File: src/rtl/fetch_decode.sv
// rtl/fetch_decode.sv - fetch/decode sequencer for a 1-bit logic unit over a synchronous ROM
// Optional return stack compiled in with FD_CALL_STACK_EN.
module fetch_decode #(
  parameter int SIZE_LOG    = 12,
  parameter int IO_W        = 4,
  parameter int STACK_DEPTH = 4
) (
  input  logic                clk,
  input  logic                rst_n,
  input  logic [SIZE_LOG-1:0] pc_addr,
  input  logic [SIZE_LOG+3:0] rom_data,
  input  logic                rr,
  output logic                pc_write,
  output logic [SIZE_LOG-1:0] pc_target,
  output logic                instr_valid,
  output logic [3:0]          opcode,
  output logic [IO_W-1:0]     io_addr,
  output logic                jmp_flag,
  output logic                rtn_flag,
  output logic                flg0,
  output logic                flgf,
  output logic                stk_ovf,
  output logic                stk_unf
);

  localparam logic [3:0] OP_NOP0 = 4'h0;
  localparam logic [3:0] OP_JMP  = 4'hC;
  localparam logic [3:0] OP_RTN  = 4'hD;
  localparam logic [3:0] OP_SKZ  = 4'hE;
  localparam logic [3:0] OP_NOPF = 4'hF;

  typedef enum logic [1:0] {RST_LOAD, FILL, RUN} state_t;

  state_t              state, state_nxt;
  logic                squash, squash_nxt;
  logic [SIZE_LOG-1:0] instr_addr;
  logic [SIZE_LOG-1:0] operand;

  assign opcode  = rom_data[SIZE_LOG+3:SIZE_LOG];
  assign operand = rom_data[SIZE_LOG-1:0];
  assign io_addr = rom_data[IO_W-1:0];

  always_ff @(posedge clk) begin
    if (!rst_n) begin
      state      <= RST_LOAD;
      squash     <= 1'b0;
      instr_addr <= '0;
    end else begin
      state      <= state_nxt;
      squash     <= squash_nxt;
      instr_addr <= pc_addr;
    end
  end

`ifdef FD_CALL_STACK_EN
  localparam int SP_W  = $clog2(STACK_DEPTH + 1);
  localparam int IDX_W = (STACK_DEPTH > 1) ? $clog2(STACK_DEPTH) : 1;

  logic [SIZE_LOG-1:0] stack [STACK_DEPTH];
  logic [SP_W-1:0]     sp, sp_m1;
  logic                push, pop, stk_full, stk_empty;
  logic [SIZE_LOG-1:0] stack_top;
  logic                ovf_q, unf_q;

  assign sp_m1     = sp - 1'b1;
  assign stk_full  = (sp == SP_W'(STACK_DEPTH));
  assign stk_empty = (sp == '0);
  assign stack_top = stack[sp_m1[IDX_W-1:0]];
  assign stk_ovf   = ovf_q;
  assign stk_unf   = unf_q;

  always_ff @(posedge clk) begin
    if (!rst_n) begin
      sp    <= '0;
      ovf_q <= 1'b0;
      unf_q <= 1'b0;
    end else begin
      if (push) begin
        if (stk_full) ovf_q <= 1'b1;
        else          sp    <= sp + 1'b1;
      end
      if (pop) begin
        if (stk_empty) unf_q <= 1'b1;
        else           sp    <= sp_m1;
      end
    end
  end

  // Entries above the pointer are dead, so storage needs no reset.
  always_ff @(posedge clk) begin
    if (rst_n && push && !stk_full) stack[sp[IDX_W-1:0]] <= instr_addr + 1'b1;
  end
`else
  localparam int unused_stack_depth = STACK_DEPTH;
  logic unused_instr_addr;

  assign unused_instr_addr = ^instr_addr;
  assign stk_ovf = 1'b0;
  assign stk_unf = 1'b0;
`endif

  always_comb begin
    state_nxt   = state;
    squash_nxt  = 1'b0;
    pc_write    = 1'b0;
    pc_target   = operand;
    instr_valid = 1'b0;
    jmp_flag    = 1'b0;
    rtn_flag    = 1'b0;
    flg0        = 1'b0;
    flgf        = 1'b0;
`ifdef FD_CALL_STACK_EN
    push        = 1'b0;
    pop         = 1'b0;
`endif
    case (state)
      RST_LOAD: begin
        pc_write  = 1'b1;
        pc_target = '0;
        state_nxt = FILL;
      end
      FILL: state_nxt = RUN;
      RUN: begin
        instr_valid = !squash;
        if (!squash) begin
          case (opcode)
            OP_NOP0: flg0 = 1'b1;
            OP_NOPF: flgf = 1'b1;
            OP_JMP: begin
              jmp_flag   = 1'b1;
              pc_write   = 1'b1;
              pc_target  = operand;
              squash_nxt = 1'b1;
`ifdef FD_CALL_STACK_EN
              push       = 1'b1;
`endif
            end
            OP_RTN: begin
              rtn_flag   = 1'b1;
              squash_nxt = 1'b1;
`ifdef FD_CALL_STACK_EN
              pop        = 1'b1;
              if (!stk_empty) begin
                pc_write  = 1'b1;
                pc_target = stack_top;
              end
`endif
            end
            OP_SKZ:  squash_nxt = !rr;
            default: ;
          endcase
        end
      end
      default: state_nxt = RST_LOAD;
    endcase
  end

endmodule

File: config.mk
export PLATFORM = sky130hd
export DESIGN_NAME = fetch_decode
export DESIGN_NICKNAME = d
export VERILOG_FILES = /design/src/rtl/fetch_decode.sv
export SDC_FILE = /design/constraint.sdc
export NUM_CORES = 1
export LEC_CHECK = 0
export BUFFER_PORTS_ARGS = -buffer_cell sky130_fd_sc_hd__buf_4
export CORE_UTILIZATION = 26
export DETAILED_ROUTE_END_ITERATION = 12
export GPL_ROUTABILITY_DRIVEN = 0
export PLACE_DENSITY_LB_ADDON = 0.2
export SYNTH_ARGS = -nofsm -noshare
export SYNTH_HDL_FRONTEND = slang
export SYNTH_SLANG_ARGS = --single-unit
File: constraint.sdc
create_clock -name clk -period 1.55 [get_ports clk]
set_input_delay 0 -clock clk [delete_from_list [all_inputs] [get_ports clk]]
set_output_delay 0 -clock clk [all_outputs]
set_load 0.01 [all_outputs]
Word level (Yosys, flattened, before mapping). Index checks and enable logic that the tools add are counted.

$add $sub $neg: 0. Multipliers: 0. Divide/modulo/power cells: 0. $lt $le $gt $ge: 0. Equal/unequal tests: 6. Shift operators: 0. Multiplexer cells: 17. Bitwise gates (word level): 2. Reductions and logical operators: 6.

Operators by type and width (number): == test 4 bit (second input constant) (4); two-way mux 1 bit (13); two-way mux 12 bit (1); case mux 2 bit (3 select lines) (1); zero test 4 bit (1); case mux 1 bit (2 select lines) (2); OR reduction 3 bit (1); == test 2 x 1 -> 1 bit (second input constant) (1); == test 2 bit (second input constant) (1); zero test 1 bit (2); zero test 2 bit (1); NOT 1 bit (2); OR reduction 2 bit (1).

Register bits: 3. Latch bits: 0. Memory bits (writable): 0. Memory bits (read-only): 0. Memories: 0.

Depth between registers and ports, before layout. Gate-level depths: netlist of run 1.

Word-level depth: 4. Depth in mapped cells: 3. Gate-level depth less buffers: 2.

Worst setup path after synthesis of run 1. No wires, ideal clock.

Path type: register to output. Start point: reg state[1]. End point: out jmp_flag. Arrival time: 1233 ps. Slack: 317 ps. Cell stages (with the launch flop): 4. Cell sequence: dfxtp_1 -> or3b_1 -> buf_6 -> nor4_1.

Cells in the longest elaborated chain, start to end: 2.

Ends and longest elaborated chain: from (decl) (RTL line 34) `state_t state, state_nxt;`; from (signal assigned) (RTL line 49) `state <= state_nxt;`; == test 2 bit (RTL line 116) `case (state)`; two-way mux 1 bit (RTL line 116); to (decl) (RTL line 18) `output logic jmp_flag,`.

Every way passes these cells.

Final worst setup path of run 1.
Start point: reg state[0]. End point: out pc_write.

Cells in the longest elaborated chain, start to end: 2. Elaborated cells between the ends (all ways): 3. Those cells by class: eq/ne (1); mux (1); reduce/logical (1).

Ends and longest elaborated chain: == test 2 bit / zero test 2 bit (equally long branches) (RTL line 116); case mux 1 bit (2 select lines) * (RTL line 116); to (decl) (RTL line 13) `output logic pc_write,`.

Every way passes the cells marked *; elsewhere a longest branch is shown, timed or not.

==> summary.txt, run 1 <==
Yosys
  – Syn Inst Count: 45
  – Post-synth top cells: 12 x and2_1, 10 x buf_4, 3 x dfxtp_1, 3 x nor2_1
  – Share of the synthesized area in the top cell type: 0.214
  – Sequential area share after synthesis: 0.171
  – Yosys reg bits: 3
  – Most frequent cell after synthesis: and2_1
  – Count of cell types in the netlist: 19
  – Number of flops mapped to enable cells by yosys: 0
  – Synth area leaders: and2_1 21%, buf_4 21%, dfxtp_1 17%
  – Synthesis warning total: 0
  – Netlist Area Pre-Place: between 300 and 400 um2
  – Syn avg cell area: slightly below 8 um2
  – Synth area leader: and2_1
  – Main flop type after synthesis: dfxtp_1
  – Post-synth ARST share: 0

Clock tree
  – Max H-tree Level: 1
  – Max clock buf depth: 2
  – Clock Latency Late Sink: about 230 ps
  – CTS buffer count: 3
  – Post-cts gate resize count: 1
  – CTS tree: done
  – Root Driver: clkbuf_4
  – Setup bufs post-CTS: 0
  – Clk sinks: 3
  – Hold Buf Count CTS: 0
  – Clk pin slew, worst setup/hold paths: ~40 ps

Setup path
  – Crit path kind: flip-flop to output pin
  – Setup crit end kind: output pin
  – Critical path arrival: about 1500 ps
  – Crit path largest cell delay: roughly 450 ps
  – Critical-path top delay cell: or3b_4
  – CP Launch Type: flip-flop
  – Critical path cell sequence: or3b_4, o41ai_2, buf_4
  – CP Data Required Time: approximately 1600 ps
  – Crit Path Max Fanout: 7

Layout
  – Post-route design area: 643 um2
  – # fillers: approximately 130
  – Share of cells above drive strength 1: 0.659
  – Multi-input gate area: between 200 and 250 um2
  – Core Util, Final: 0.542
  – Reg area: 61.3 um2
  – Diode count: 0
  – Total Nets Final: between 100 and 150
  – P&R area growth vs syn: 82.9%

Job
  – Max Cap Viol: 0

Worst hold path
  – Hold Crit Class: input pin to flip-flop

Detailed routing
  – Final WL: about 900 um
  – Via count: 410
  – DRC: 0
  – 1st-iter DRT viols: 16
  – DR pass1 iterations: 4
  – WL/cell: about 9.4 um
  – Via-per-instance ratio: 4.27
  – ANT nets after route: 0

Floorplan
  – Starting density of the core: 0.296
  – Core Region: between 0.001 and 0.0015 mm2
  – Num ports: 59
  – Die ar.: 0.00150 mm2
  – Die width: slightly below 40 um
  – Row cnt: 12
  – Die span in y: around 39 um

STA
  – Max Fclk: 688 MHz
  – Max Slew Vio Count: 0
  – Final hold viol count: 0
  – Post-layout min period: about 1500 ps
  – Finish-stage setup viols: 0
  – Setup TNS: 0 ps
  – Crit share post-route: 0.938
  – Unrepaired setup endpoints after global routing: no
  – Worst Clk Skew: approximately 3.1 ps

GRT
  – Vias in the first global route: between 300 and 400
  – All-Layer GR Usage: 0.127
  – GRT overflow: 0
  – Largest net degree at the start of global routing: 15
  – Initial antenna violation count: 0
  – First-pass GRT wire length: roughly 1300 um

Placement
  – Hpwl dp: about 720 um
  – IO buf count: 44
  – Placed instance area: 613 um2

Power
  – Worst vdd ir: approximately 300 uV
  – Leakage power: ~0.34 nW
  – Power Density: about 860 mW/mm2

Outcome
  – Status: finished, final reports clean
## where the power goes
group | switching [mW] | internal [mW] | total, mW
Sequential | 0.00842 | 0.0896 | 0.0980
Clock | 0.0447 | 0.0968 | 0.141
Combinational | 0.136 | 0.175 | 0.311
Total | 0.189 | 0.361 | 0.550
## layout by cell type, fill, tap and decap left out
cell type  count
nand2_1        2
clkbuf_4       3
dfxtp_1        2
nor4_1         1
dfxtp_2        1
or2_2          1
and2_1        12
inv_2          1
nor4b_2        2
clkbuf_1       1
or3b_4         1
buf_4         44
nor3_1         1
xnor2_1        1
nor2_1         3
inv_1          1
conb_1         2
or4_1          1
o41ai_2        1
o21a_1         1
## kinds of logic after synthesis
logic type	count (synthesis)	share of synthesized area
XOR/XNOR	1	0.0249
AO/OA/AOI/OAI	2	0.0676
other	1	0.0107
AND/OR/NAND/NOR	24	0.448
buffers and inverters	14	0.278
flip-flops	3	0.171
## state kept, by name, indices dropped and copies added (netlist names)
name	count
squash	1
state	2
## metal layers
metal | vias up | GRT usage | wire [um]
li1 | 208 | - | -
met1 | 176 | 0.155 | 338
met2 | 26 | 0.192 | 467
met3 | 0 | 0.0405 | 94
met4 | 0 | 0.0776 | 0
met5 | - | 0 | 0
## worst max-delay path, delay by kind of cell, from the launching register on
kind	cells	cell delay (ps)
compound gates	1	280
buf+inv	1	170
flops	1	320
simple gates	1	450
## area by class of cell
class,instances,area share
repair buffers,44,0.514
multi-input cells,29,0.311
flip-flops and latches,3,0.0953
clock buffers,4,0.0409
well taps,14,0.0272
inverters,2,0.0117
## through the flow
step / power [mW] / instances / worst slack [ps] / hold WS (ps)
2_1_floorplan: 0.272 / 46 / 317 / 34.1
3_3_place_gp: 0.405 / 92 / 224 / 183
3_5_place_dp: 0.408 / 92 / 227 / 186
4_1_cts: 0.558 / 96 / 53.8 / 6.65
5_1_grt: 0.595 / 96 / 13.7 / 14.1
6_report: 0.550 / 96 / 96.4 / 8.78
## final timing paths
check	cells past startpoint	to	slack, ps	startpoint
hold reg to reg	2	state[1]	500	state[1]
setup reg to reg	2	squash	430	state[0]
setup / recovery	3	pc_write	100	state[0]
hold / removal	3	state[1]	9	rst_n
Note: power is estimated with default switching activity, not from simulation.
==> run 2, diff against run 1 <==
Settings changed: ABC_AREA set to 1, CORE_UTILIZATION 26 to 28.
==> summary.txt, run 2 <==
STA
  – Max Fclk: 890 MHz (was 688 MHz)
  – Finish-stage setup viols: 0 (unchanged)
  – Unrepaired setup endpoints after global routing: no (unchanged)
  – Final hold viol count: 0 (unchanged)
  – Post-layout min period: 1120 ps (was 1450 ps)
  – Final worst slack: 426 ps (was 96.4 ps)
  – Crit share post-route: 0.725 (was 0.938)
  – Max Slew Vio Count: 0 (unchanged)
  – Worst Clk Skew: 4.22 ps (was 3.07 ps)
  – Setup TNS: 0 ps (unchanged)

Detailed routing
  – 1st-iter DRT viols: 2 (was 16)
  – DR pass1 iterations: 2 (was 4)
  – DRC: 0 (unchanged)
  – Via-per-instance ratio: 3.72 (was 4.27)
  – ANT nets after route: 0 (unchanged)
  – Final WL: 970 um (was 901 um)
  – Via count: 458 (was 410)
  – WL/cell: 7.89 um (was 9.39 um)

Power
  – Worst vdd ir: 503 uV (was 296 uV)
  – Switching portion of total power: 0.350 (was 0.344)
  – Internal power: 302 uW (was 361 uW)
  – Switch Pwr: 163 uW (was 189 uW)
  – Comb power frac: 0.514 (was 0.565)
  – Pwr Total: 464 uW (was 550 uW)
  – Leakage power: 0.433 nW (was 0.340 nW)
  – Seq pwr share: 0.194 (was 0.178)
  – Power Density: 661 mW/mm2 (was 856 mW/mm2)
  – Clk pwr share: 0.292 (was 0.257)

GRT
  – All-Layer GR Usage: 0.114 (was 0.127)
  – Vias in the first global route: 301 (was 325)
  – Largest net degree at the start of global routing: 13 (was 15)
  – First-pass GRT wire length: 1240 um (was 1300 um)
  – GRT overflow: 0 (unchanged)
  – Initial antenna violation count: 0 (unchanged)

Yosys
  – Post-synth top cells: 18 x inv_1, 13 x nor2_2, 10 x buf_4 (was 12 x and2_1, 10 x buf_4, 3 x dfxtp_1, 3 x nor2_1)
  – Syn Inst Count: 69 (was 45)
  – Number of flops mapped to enable cells by yosys: 0 (unchanged)
  – Synth area leaders: nor2_2 20%, buf_4 19%, inv_1 17% (was and2_1 21%, buf_4 21%, dfxtp_1 17%)
  – Sequential area share after synthesis: 0.150 (was 0.171)
  – Netlist Area Pre-Place: 402 um2 (was 352 um2)
  – Post-synth ARST share: 0 (unchanged)
  – Main flop type after synthesis: dfxtp_1 (unchanged)
  – Share of the synthesized area in the top cell type: 0.202 (was 0.214)
  – Synth area leader: nor2_2 (was and2_1)
  – Yosys reg bits: 3 (unchanged)
  – Count of cell types in the netlist: 13 (was 19)
  – Synthesis warning total: 0 (unchanged)
  – Most frequent cell after synthesis: inv_1 (was and2_1)
  – Syn avg cell area: 5.82 um2 (was 7.81 um2)

Layout
  – Most common cell after layout, fill and taps aside: buf_4 (unchanged)
  – Largest register by flop count: state (unchanged)
  – Total Nets Final: 140 (was 114)
  – P&R area growth vs syn: 74.8% (was 82.9%)
  – Regs by FF count: state: 2 flops, squash: 1 flops (unchanged)
  – Share of cells above drive strength 1: 0.593 (was 0.659)
  – Diode count: 0 (unchanged)
  – Most frequent cells in the layout: 45 x buf_4, 18 x inv_1, 13 x nor2_2 (was 44 x buf_4, 12 x and2_1, 3 x nor2_1, 3 x clkbuf_4)
  – # fillers: 140 (was 128)
  – Max reg flops: 2 (unchanged)

Clock tree
  – Post-cts gate resize count: 0 (was 1)
  – CTS tree: done (unchanged)
  – Max clock buf depth: 2 (unchanged)
  – Root Driver: clkbuf_4 (unchanged)
  – CTS buffer count: 3 (unchanged)
  – Clk sinks: 3 (unchanged)
  – Max H-tree Level: 1 (unchanged)
  – Clk pin slew, worst setup/hold paths: 30 ps (was 40 ps)
  – Setup bufs post-CTS: 0 (unchanged)
  – Clock Latency Late Sink: 230 ps (about the same)
  – Hold Buf Count CTS: 0 (unchanged)

Setup path
  – CP Data Required Time: 1550 ps (about the same)
  – Buffer and inverter count on the worst path: 2 (was 1)
  – Critical path arrival: 1120 ps (was 1450 ps)
  – Crit-path leading delay family: buffers and inverters (was simple AND/OR/NAND/NOR gates)
  – Setup crit end kind: output pin (unchanged)
  – Critical-path top delay cell: dfxtp_1 (was or3b_4)
  – Most frequent CP cell: buf_4
  – Crit path largest cell delay: 320 ps (was 450 ps)
  – Critical path cell sequence: nor2_2, buf_4, nor2_1, buf_4 (was or3b_4, o41ai_2, buf_4)
  – Crit path kind: flip-flop to output pin (unchanged)
  – CP Launch Type: flip-flop (unchanged)
  – Crit Path Max Fanout: 12 (was 7)

Outcome
  – Status: finished, final reports clean (unchanged)

Worst hold path
  – Hold Crit Class: input pin to flip-flop (unchanged)

Floorplan
  – Starting density of the core: 0.305 (was 0.296)
  – Row cnt: 13 (was 12)
  – Die width: 39.9 um (was 38.8 um)
  – Num ports: 59 (unchanged)
  – Die ar.: 0.00159 mm2 (was 0.00150 mm2)
  – Die span in y: 39.9 um (was 38.8 um)
  – Core Region: 0.00132 mm2 (was 0.00119 mm2)

Placement
  – IO buf count: 44 (unchanged)
  – Pre-CTS setup slack: 661 ps (was 227 ps)
  – Hpwl dp: 840 um (was 716 um)

Job
  – Max Cap Viol: 0 (unchanged)
run 2: worst paths after layout:
check | to | slack [ps] | depth (start not counted) | startpoint
max | pc_target[6] | 430 | 4 | state[0]
min | state[0] | 30 | 3 | rst_n
max reg2reg | squash | 760 | 5 | state[0]
min reg2reg | state[1] | 540 | 2 | state[1]
run 2: metrics by stage:
| stage | area [um2] | hold slack [ps] | util | std cells |
|---|---|---|---|---|
| final | 702 | 26.0 | 0.533 | 123 |
| after global routing | 702 | 63.3 | 0.533 | 123 |
| after CTS | 702 | 25.9 | 0.533 | 123 |
| after detailed placement | 676 | 189 | 0.513 | 119 |
| after global placement | 676 | 186 | 0.513 | 119 |
| after floorplan | 405 | 87.1 | - | 70 |
run 2: final cells by class:
class / count / area, um2 / share of cell area
Timing Repair Buffer: 45 / 338 / 0.481
Multi-Input combinational cell: 36 / 184 / 0.262
Inverter: 20 / 75.1 / 0.107
Sequential cell: 3 / 60.1 / 0.0856
Clock buffer: 4 / 26.3 / 0.0374
Tap cell: 15 / 18.8 / 0.0267
run 2: logic make-up after synthesis:
kind of cell    Yosys count  synth area share
other cells               1           0.00934
buf+inv                  31             0.402
flops                     3             0.150
compound gates            1            0.0124
simple gates             33             0.427
run 2: power groups by stage:
stage | Sequential (mW) | Clock, mW | Combinational, mW
floorplan | 0.0906 | 0 | 0.135
global route | 0.0910 | 0.146 | 0.264
CTS | 0.0900 | 0.140 | 0.243
finish | 0.0899 | 0.136 | 0.239
global placement | 0.0911 | 0 | 0.240
detailed placement | 0.0912 | 0 | 0.242
run 2: routing by layer:
metal  global-route usage  vias to the layer above  wire, um  part of all wire
met3               0.0227                        0        84             0.087
met2                0.198                       21       514              0.53
met4               0.0517                        0         0                 0
li1                     -                      256         -                 -
met1                0.130                      181       371              0.38
met5                    0                        -         0                 0
run 2: worst min-delay path, stage by stage:
cell	delay, ps
buf_4	70
inv_1	50
nor2_1	90
